`config.mk`:
```
export PLATFORM = sky130hd
export DESIGN_NAME = multi_cycle_control
export DESIGN_NICKNAME = d
export VERILOG_FILES = /design/src/rtl/multi_cycle_control.sv
export SDC_FILE = /design/constraint.sdc
export NUM_CORES = 1
export LEC_CHECK = 0
export CELL_PAD_IN_SITES_DETAIL_PLACEMENT = 1
export CELL_PAD_IN_SITES_GLOBAL_PLACEMENT = 2
export CORE_AREA = 4 4 70 72
export CTS_BUF_LIST = sky130_fd_sc_hd__clkbuf_2
export DETAILED_ROUTE_END_ITERATION = 16
export DIE_AREA = 0 0 74 76
export PLACE_DENSITY = 0.82
export RECOVER_POWER = 100
export SLEW_MARGIN = 25
export SYNTH_ARGS = -nofsm -noshare
export SYNTH_HDL_FRONTEND = slang
export SYNTH_SLANG_ARGS = --single-unit
```
`constraint.sdc`:
```
create_clock -name CLK -period 3.3 [get_ports CLK]
set_input_delay 0.495 -clock CLK [delete_from_list [all_inputs] [get_ports CLK]]
set_output_delay 0.495 -clock CLK [all_outputs]
set_load 0.005 [all_outputs]
```
`src/rtl/multi_cycle_control.sv`:
```
// multi_cycle_control: main control FSM for a multi-cycle MIPS-style datapath.
// FETCH, MEMRD and MEMWR stall on MemReady. A bounded wait counter forces a
// sticky Timeout and a move to HALT when memory never answers.
// Optional build macro: ILLEGAL_TRAP_EN. When it is defined, an undecoded
// opcode in DECODE sets a sticky Illegal flag and traps to HALT. When it is
// undefined, an undecoded opcode is a NOP and Illegal is tied low.
`timescale 1ns/1ps

module multi_cycle_control #(
    parameter int WAIT_LIMIT = 15
) (
    input  logic       CLK,
    input  logic       Reset,
    input  logic [5:0] Opcode,
    input  logic       MemReady,
    output logic       PCWrite,
    output logic       PCWriteCond,
    output logic       IorD,
    output logic       MemRead,
    output logic       MemWrite,
    output logic       MemToReg,
    output logic       IRWrite,
    output logic       ALUSrcA,
    output logic       RegWrite,
    output logic       RegDst,
    output logic       SignExtend,
    output logic       Halted,
    output logic       Illegal,
    output logic       Timeout,
    output logic [1:0] PCSource,
    output logic [1:0] ALUSrcB,
    output logic [3:0] ALUOp,
    output logic [3:0] State
);

    typedef enum logic [3:0] {
        S_FETCH  = 4'd0,
        S_DECODE = 4'd1,
        S_MEMADR = 4'd2,
        S_MEMRD  = 4'd3,
        S_MEMWB  = 4'd4,
        S_MEMWR  = 4'd5,
        S_EXEC   = 4'd6,
        S_RCOMP  = 4'd7,
        S_BRANCH = 4'd8,
        S_JUMP   = 4'd9,
        S_IEXEC  = 4'd10,
        S_ICOMP  = 4'd11,
        S_HALT   = 4'd12
    } state_t;

    localparam logic [5:0] OP_RTYPE = 6'b000000;
    localparam logic [5:0] OP_LW    = 6'b100011;
    localparam logic [5:0] OP_SW    = 6'b101011;
    localparam logic [5:0] OP_BEQ   = 6'b000100;
    localparam logic [5:0] OP_J     = 6'b000010;
    localparam logic [5:0] OP_ADDI  = 6'b001000;
    localparam logic [5:0] OP_ANDI  = 6'b001100;
    localparam logic [5:0] OP_ORI   = 6'b001101;
    localparam logic [5:0] OP_SLTI  = 6'b001010;

    // The counter must be able to hold WAIT_LIMIT itself.
    localparam int CW = (WAIT_LIMIT < 1) ? 1 : $clog2(WAIT_LIMIT + 1);

    state_t          state;
    state_t          next_state;
    logic [CW-1:0]   wait_cnt;
    logic [5:0]      op_q;
    logic            timeout_q;
    logic            in_wait;
    logic            wait_expired;

    // Memory-wait states, and the cycle in which the wait budget runs out.
    assign in_wait      = (state == S_FETCH) || (state == S_MEMRD) || (state == S_MEMWR);
    assign wait_expired = in_wait && !MemReady && (wait_cnt == CW'(WAIT_LIMIT));

    // State register.
    always_ff @(posedge CLK) begin
        // NOTE: sequential state uses non-blocking assignments so every register
        // samples pre-edge values and simulation matches the synthesized flops.
        if (Reset) begin
            state <= S_FETCH;
        end else begin
            state <= next_state;
        end
    end

    // Wait counter, captured opcode and sticky timeout flag.
    always_ff @(posedge CLK) begin
        if (Reset) begin
            wait_cnt  <= '0;
            op_q      <= '0;
            timeout_q <= 1'b0;
        end else begin
            if (next_state != state) begin
                wait_cnt <= '0;
            end else if (in_wait && !MemReady) begin
                wait_cnt <= wait_cnt + CW'(1);
            end
            if (state == S_DECODE) begin
                op_q <= Opcode;
            end
            if (wait_expired) begin
                timeout_q <= 1'b1;
            end
        end
    end

`ifdef ILLEGAL_TRAP_EN
    logic illegal_q;

    // Sticky illegal-opcode flag: DECODE only reaches HALT on an undecoded opcode.
    always_ff @(posedge CLK) begin
        if (Reset) begin
            illegal_q <= 1'b0;
        end else if ((state == S_DECODE) && (next_state == S_HALT)) begin
            illegal_q <= 1'b1;
        end
    end

    assign Illegal = illegal_q;
`else
    assign Illegal = 1'b0;
`endif

    // Next-state logic.
    always_comb begin
        // NOTE: every combinational output is given a default before the case so
        // no path leaves it unassigned and no latch is inferred.
        next_state = state;
        case (state)
            S_FETCH: begin
                if (MemReady)          next_state = S_DECODE;
                else if (wait_expired) next_state = S_HALT;
            end
            S_DECODE: begin
                case (Opcode)
                    OP_RTYPE:                          next_state = S_EXEC;
                    OP_LW, OP_SW:                      next_state = S_MEMADR;
                    OP_BEQ:                            next_state = S_BRANCH;
                    OP_J:                              next_state = S_JUMP;
                    OP_ADDI, OP_ANDI, OP_ORI, OP_SLTI: next_state = S_IEXEC;
`ifdef ILLEGAL_TRAP_EN
                    default:                           next_state = S_HALT;
`else
                    default:                           next_state = S_FETCH;
`endif
                endcase
            end
            S_MEMADR: next_state = (op_q == OP_SW) ? S_MEMWR : S_MEMRD;
            S_MEMRD: begin
                if (MemReady)          next_state = S_MEMWB;
                else if (wait_expired) next_state = S_HALT;
            end
            S_MEMWR: begin
                if (MemReady)          next_state = S_FETCH;
                else if (wait_expired) next_state = S_HALT;
            end
            S_EXEC:   next_state = S_RCOMP;
            S_IEXEC:  next_state = S_ICOMP;
            S_MEMWB, S_RCOMP, S_ICOMP, S_BRANCH, S_JUMP: next_state = S_FETCH;
            S_HALT:   next_state = S_HALT;
            default:  next_state = S_HALT;
        endcase
    end

    // Control outputs decoded from the current state.
    always_comb begin
        PCWrite     = 1'b0;
        PCWriteCond = 1'b0;
        IorD        = 1'b0;
        MemRead     = 1'b0;
        MemWrite    = 1'b0;
        MemToReg    = 1'b0;
        IRWrite     = 1'b0;
        ALUSrcA     = 1'b0;
        RegWrite    = 1'b0;
        RegDst      = 1'b0;
        SignExtend  = 1'b0;
        Halted      = 1'b0;
        PCSource    = 2'b00;
        ALUSrcB     = 2'b00;
        ALUOp       = 4'b0000;
        case (state)
            S_FETCH: begin
                MemRead = 1'b1;
                ALUSrcB = 2'b01;
                ALUOp   = 4'b0010;
                PCWrite = MemReady;
                IRWrite = MemReady;
            end
            S_DECODE: begin
                ALUSrcB    = 2'b11;
                ALUOp      = 4'b0010;
                SignExtend = 1'b1;
            end
            S_MEMADR: begin
                ALUSrcA    = 1'b1;
                ALUSrcB    = 2'b10;
                ALUOp      = 4'b0010;
                SignExtend = 1'b1;
            end
            S_MEMRD: begin
                MemRead = 1'b1;
                IorD    = 1'b1;
            end
            S_MEMWR: begin
                MemWrite = 1'b1;
                IorD     = 1'b1;
            end
            S_MEMWB: begin
                RegWrite = 1'b1;
                MemToReg = 1'b1;
            end
            S_EXEC: begin
                ALUSrcA = 1'b1;
                ALUOp   = 4'b1111;
            end
            S_RCOMP: begin
                RegWrite = 1'b1;
                RegDst   = 1'b1;
            end
            S_BRANCH: begin
                ALUSrcA     = 1'b1;
                ALUOp       = 4'b0110;
                PCWriteCond = 1'b1;
                PCSource    = 2'b01;
            end
            S_JUMP: begin
                PCWrite  = 1'b1;
                PCSource = 2'b10;
            end
            S_IEXEC, S_ICOMP: begin
                ALUSrcA  = 1'b1;
                ALUSrcB  = 2'b10;
                RegWrite = (state == S_ICOMP);
                // Immediate ALU function comes from the opcode latched in DECODE.
                case (op_q)
                    OP_ADDI: begin ALUOp = 4'b0010; SignExtend = 1'b1; end
                    OP_ANDI: begin ALUOp = 4'b0000; SignExtend = 1'b0; end
                    OP_ORI:  begin ALUOp = 4'b0001; SignExtend = 1'b0; end
                    OP_SLTI: begin ALUOp = 4'b0111; SignExtend = 1'b1; end
                    default: begin ALUOp = 4'b0000; SignExtend = 1'b0; end
                endcase
            end
            S_HALT:  Halted = 1'b1;
            default: Halted = 1'b0;
        endcase
    end

    assign Timeout = timeout_q;
    assign State   = state;

endmodule

```
## Yosys cells after proc, flatten, opt, wreduce, memory -nomap -nowiden

Index checks and enable logic that the tools add are counted.

- Add/subtract/negate cells: 1
- Equality and inequality tests: 26
- Multiplexer cells: 24
- Reductions and logical operators: 20

Operators with widths:

| kind | number |
|---|---|
| $eq 6x4->1 const B | 7 |
| $pmux 4 s8 | 1 |
| $eq 4x4->1 const B | 6 |
| $pmux 4 s5 | 1 |
| $eq 6x6->1 const B | 3 |
| $eq 4x3->1 const B | 4 |
| $mux 4 | 4 |
| $pmux 4 s4 | 1 |
| $reduce_or 2->1 | 8 |
| $mux 1 | 10 |
| $reduce_or 5->1 | 2 |
| $pmux 3 s3 | 1 |
| $eq 4x2->1 const B | 2 |
| $eq 6x2->1 const B | 1 |
| $eq 6x3->1 const B | 1 |
| $logic_not 6->1 | 1 |
| $pmux 1 s2 | 3 |
| $pmux 2 s3 | 1 |
| $reduce_or 3->1 | 2 |
| $add 4x1->4 const B | 1 |
| $eq 4x1->1 const B | 1 |
| $logic_not 4->1 | 1 |
| $ne 4x4->1 | 1 |
| $pmux 2 s2 | 1 |
| other kinds (5) | 7 |

- Register bits after elaboration: 15
- Bits of input ports: 9
- Logic and storage cells: 75

## Longest topological paths before layout

Gate-level depths: netlist of the first run.

- Word-level depth: 10
- Mapped depth: 8

## Worst setup path after synthesis of the first run

Ideal clock, no wire load.

- Path kind: register -> register
- Start point: register state[1], in the netlist State[1]
- End point: register wait_cnt[0]
- Setup time: 0.117 ns
- Data arrival time: 1.980 ns
- Slack: 1.204 ns
- Stages on the path, launching flop included: 8
- Buffers on the path: 1
- Cell sequence: dfxtp_1 buf_6 o21ba_1 a2111oi_4 nand2_2 o21a_1 a311o_1 and4b_1

- Cells in the longest elaborated chain, start to end: 10

Ends and longest elaborated chain:

| what | line | source |
|---|---|---|
| from (decl) | 65 | `state_t state;` |
| from (signal assigned) | 84 | `state <= next_state;` |
| $eq 4x2->1 or $logic_not 4->1 (tied branches) | 74, 131 |  |
| $logic_or 1x1->1 (2 in series) | 74 | `assign in_wait = (state == S_FETCH) \|\| (state == S_MEMRD) \|\| (state == S_MEMWR);` |
| $logic_and 1x1->1 | 75, 97 |  |
| $logic_and 1x1->1 | 75 | `assign wait_expired = in_wait && !MemReady && (wait_cnt == CW'(WAIT_LIMIT));` |
| $mux 4 | 134, 153, 157 |  |
| $mux 4 (on tied branches) | 156, 133, 152 |  |
| $pmux 4 s8 | 131 | `case (state)` |
| $ne 4x4->1 | 95 | `if (next_state != state) begin` |
| $reduce_or 2->1 (no line) | n/a |  |
| to (signal assigned) | 98 | `wait_cnt <= wait_cnt + CW'(1);` |
| to (decl) | 67 | `logic [CW-1:0] wait_cnt;` |

Parallel ways exist; a longest one is shown, timed or not.
A chain may end at the register's enable or synchronous reset.

## Final worst setup path of the first run

- Start point: register state[3], in the netlist State[3]
- End point: output port ALUOp[2]

- Cells in the longest elaborated chain, start to end: 3

Ends and longest elaborated chain:

| what | line | source |
|---|---|---|
| $eq 4x1->1 (tied with other cells) | 184 | `case (state)` |
| $reduce_or 3->1 (no line) or $reduce_or 2->1 (tied branches) | n/a |  |
| $pmux 4 s4 (*) | 184 |  |
| to (decl) | 32 | `output logic [3:0] ALUOp,` |

Every way passes the cells marked *; elsewhere a longest branch is shown, timed or not.

==> results.cfg, run 1 <==
[logic_synthesis]
ys.flop_type = dfxtp_1
ys_warn_count = 0
synth_top_area_cell = dfxtp_1
synth_seq_cells = 15
synth_nets = 165
synthArstFlopShare = 0
syn_inst = 155
post-synth-top-area-fraction = 0.249
ys_top_cells_by_area = dfxtp_1, nor2_1, mux2i_1
ys_seq_area_frac = 0.249
syn_area_per_cell_um2 = 7.78
synth_edf_count = 0
syn_area_um2 = 1210
ys_types = 49
synth_commonest_cells = nor2_1, dfxtp_1, a21oi_1, nand2_1, mux2i_1
yosysMostFrequentCell = nor2_1

[critical_path]
cp.required_ps = 2800
critPathMaxFanout = 3
worstSetupPathType = reg -> out
cp-start-kind = register
rr_startpoint = State[0]
r2r-end = wait_cnt[0]
cp_data_arrival_time_ps = 2420
r2r_cells = 7
r2r_slack_ps = 640
end_kind = output pin

[global_routing]
grt.total_usage = 0.136
grt_pass1_vias = 1249
antenna_found_initial = 0
grt_overflow = 0
grt_pass1_wl_um = 6210
grt_max_degree = 26

[cts]
cts_tree = yes
clkTransAtPathRegs_ps = 150
cts_num_sinks = 15
htree_levels = 1
cts_inserted_buffers = 3
holdBufCountCts = 0
cts_resized = 0
clock_path_buffers = 2
clk-insertion-delay-late_ps = 310
post_cts_buffers = 0
root_buffer = clkbuf_2

[layout]
stdcell_area_um2 = 1550
fill_cells = 542
area_delta_synth_final_pct = 28.3
layout-drive-gt1-share = 0.0595
final_net_count = 196
antenna_cells = 0

[sta]
finalClockSkew_ps = 4.97
period_needed_ps = 2910
finalHoldViolations = 0
rsz0062_at_grt = false
fin_setup_tns_ps = 0
worstMarginPinSlew_ps = 504
setup-violations-final = 0
drv_slew = 0
slew_headroom = 0.664
min_period_over_period = 0.883
max_freq_mhz = 343

[power]
leakagePower_nw = 0.606
vdd_drop_max_v = 0.000155
power_density_nw_per_um2 = 264

[die]
die-area_um2 = 5620
core_region_area_um2 = 4290
rows = 24
die-width_um = 74
initial_core_util = 0.281
pin_count = 35
die_y_um = 76

[detailed_routing]
via_per_inst = 5.19
drtIter0Drc = 39
vias = 1231
drc = 0
wl_um = 3710
dr.pass1.iters = 4
routedWlPerCell_um = 15.7
antenna_left = 0

[worst_hold_path]
hp-class = reg -> reg
holdPathStages = 2
min_from = Timeout
worstHoldEndpoint = Timeout

[run]
maxCapViolCount = 0

[place]
io_buffers = 33
placedInstanceArea_um2 = 1570
gp_congestion = 0.779
dp_hpwl_um = 2930

[outcome]
outcome = finished clean
-- logic make-up after synthesis --
family | count (synthesis) | synth area share
AOI/OAI and AO/OA | 32 | 0.183
xor gates and xnor gates | 5 | 0.0519
adders and majority gates | 1 | 0.0104
buffers and inverters | 17 | 0.0747
DFF | 15 | 0.249
muxes | 8 | 0.0674
other | 1 | 0.00311
and+or+nand+nor | 76 | 0.361
-- state kept, by name, indices dropped and copies added, names as in the netlist --
| register | flops |
|---|---|
| wait_cnt | 4 |
| Timeout | 1 |
| op_q | 6 |
| State | 4 |
-- how the worst max path moves through the flow --
stage,startpoint,to,depth (start not counted)
floorplan,State[1],wait_cnt[0],7
global placement,MemReady,PCWrite,4
detailed placement,MemReady,PCWrite,4
CTS,State[3],ALUOp[2],6
global route,State[2],PCWrite,5
finish,State[3],ALUOp[2],6
-- layout by cell type, fill, tap and decap left out, types with 2 or more instances in the layout --
| cell type | instances |
|---|---|
| nor2_1 | 23 |
| dlygate4sd3_1 | 20 |
| dfxtp_1 | 15 |
| clkdlybuf4s50_1 | 13 |
| a21oi_1 | 12 |
| nand2_1 | 9 |
| mux2i_1 | 7 |
| nand2b_1 | 6 |
| nor3_1 | 6 |
| o21ai_0 | 6 |
| nor2b_1 | 5 |
| inv_1 | 4 |
| nand3_1 | 4 |
| and4b_1 | 4 |
| clkbuf_2 | 4 |
| buf_4 | 4 |
| o22ai_1 | 3 |
| nor4b_1 | 3 |
| nor3b_1 | 2 |
| or3_1 | 2 |
| or2_2 | 2 |
| xor2_1 | 2 |
| nand4b_1 | 2 |
| nor4_1 | 2 |
| a31oi_1 | 2 |
| xnor2_1 | 2 |
| clkbuf_1 | 2 |
-- critical path: stages, from the launching register on --
cell           delay, ps
dfxtp_1              350
nor2b_1              200
nand2_1              100
or3_1                360
or3_1                360
o22ai_1              150
dlygate4sd3_1        600
-- layer usage --
layer,vias to the layer above,GRT usage,part of all wire
met2,30,0.229,0.48
met3,5,0.0106,0.051
met1,582,0.178,0.45
met4,0,0.0489,0.016
met5,-,0,0
li1,614,-,-
-- power by group --
| group | switching, mW | internal [mW] | total, mW |
|---|---|---|---|
| clock network | 0.0647 | 0.0321 | 0.0968 |
| registers | 0.0104 | 0.190 | 0.200 |
| logic | 0.0556 | 0.0564 | 0.112 |
| total | 0.131 | 0.278 | 0.409 |
-- layout make-up --
class / count / area [um^2] / area share
flip-flops and latches: 15 / 300 / 0.194
inverters: 4 / 15.0 / 0.00970
well taps: 52 / 65.1 / 0.0420
clock buffers: 4 / 20.0 / 0.0129
multi-input cells: 123 / 779 / 0.504
repair buffers: 39 / 368 / 0.238
-- per-stage QoR --
step	utilization	hold slack (ps)	setup WS, ps	total power [mW]	std cells
global route	0.360	568	221	0.433	237
global placement	0.366	463	720	0.324	233
CTS	0.371	518	456	0.422	237
detailed placement	0.366	480	662	0.327	233
floorplan	-	451	1200	0.273	155
finish	0.360	503	386	0.409	237
No activity file was read; power rests on OpenSTA's default activity.
==> inputs of run 2 (changes only) <==
--- a/config.mk
+++ b/config.mk
@@ -13,6 +13,7 @@
 export DIE_AREA = 0 0 74 76
 export PLACE_DENSITY = 0.82
 export RECOVER_POWER = 100
+export SKIP_LAST_GASP = 1
 export SLEW_MARGIN = 25
 export SYNTH_ARGS = -nofsm -noshare
 export SYNTH_HDL_FRONTEND = slang
==> results of run 2 <==
Final layout, timing and power as in run 1 (identical DEF).
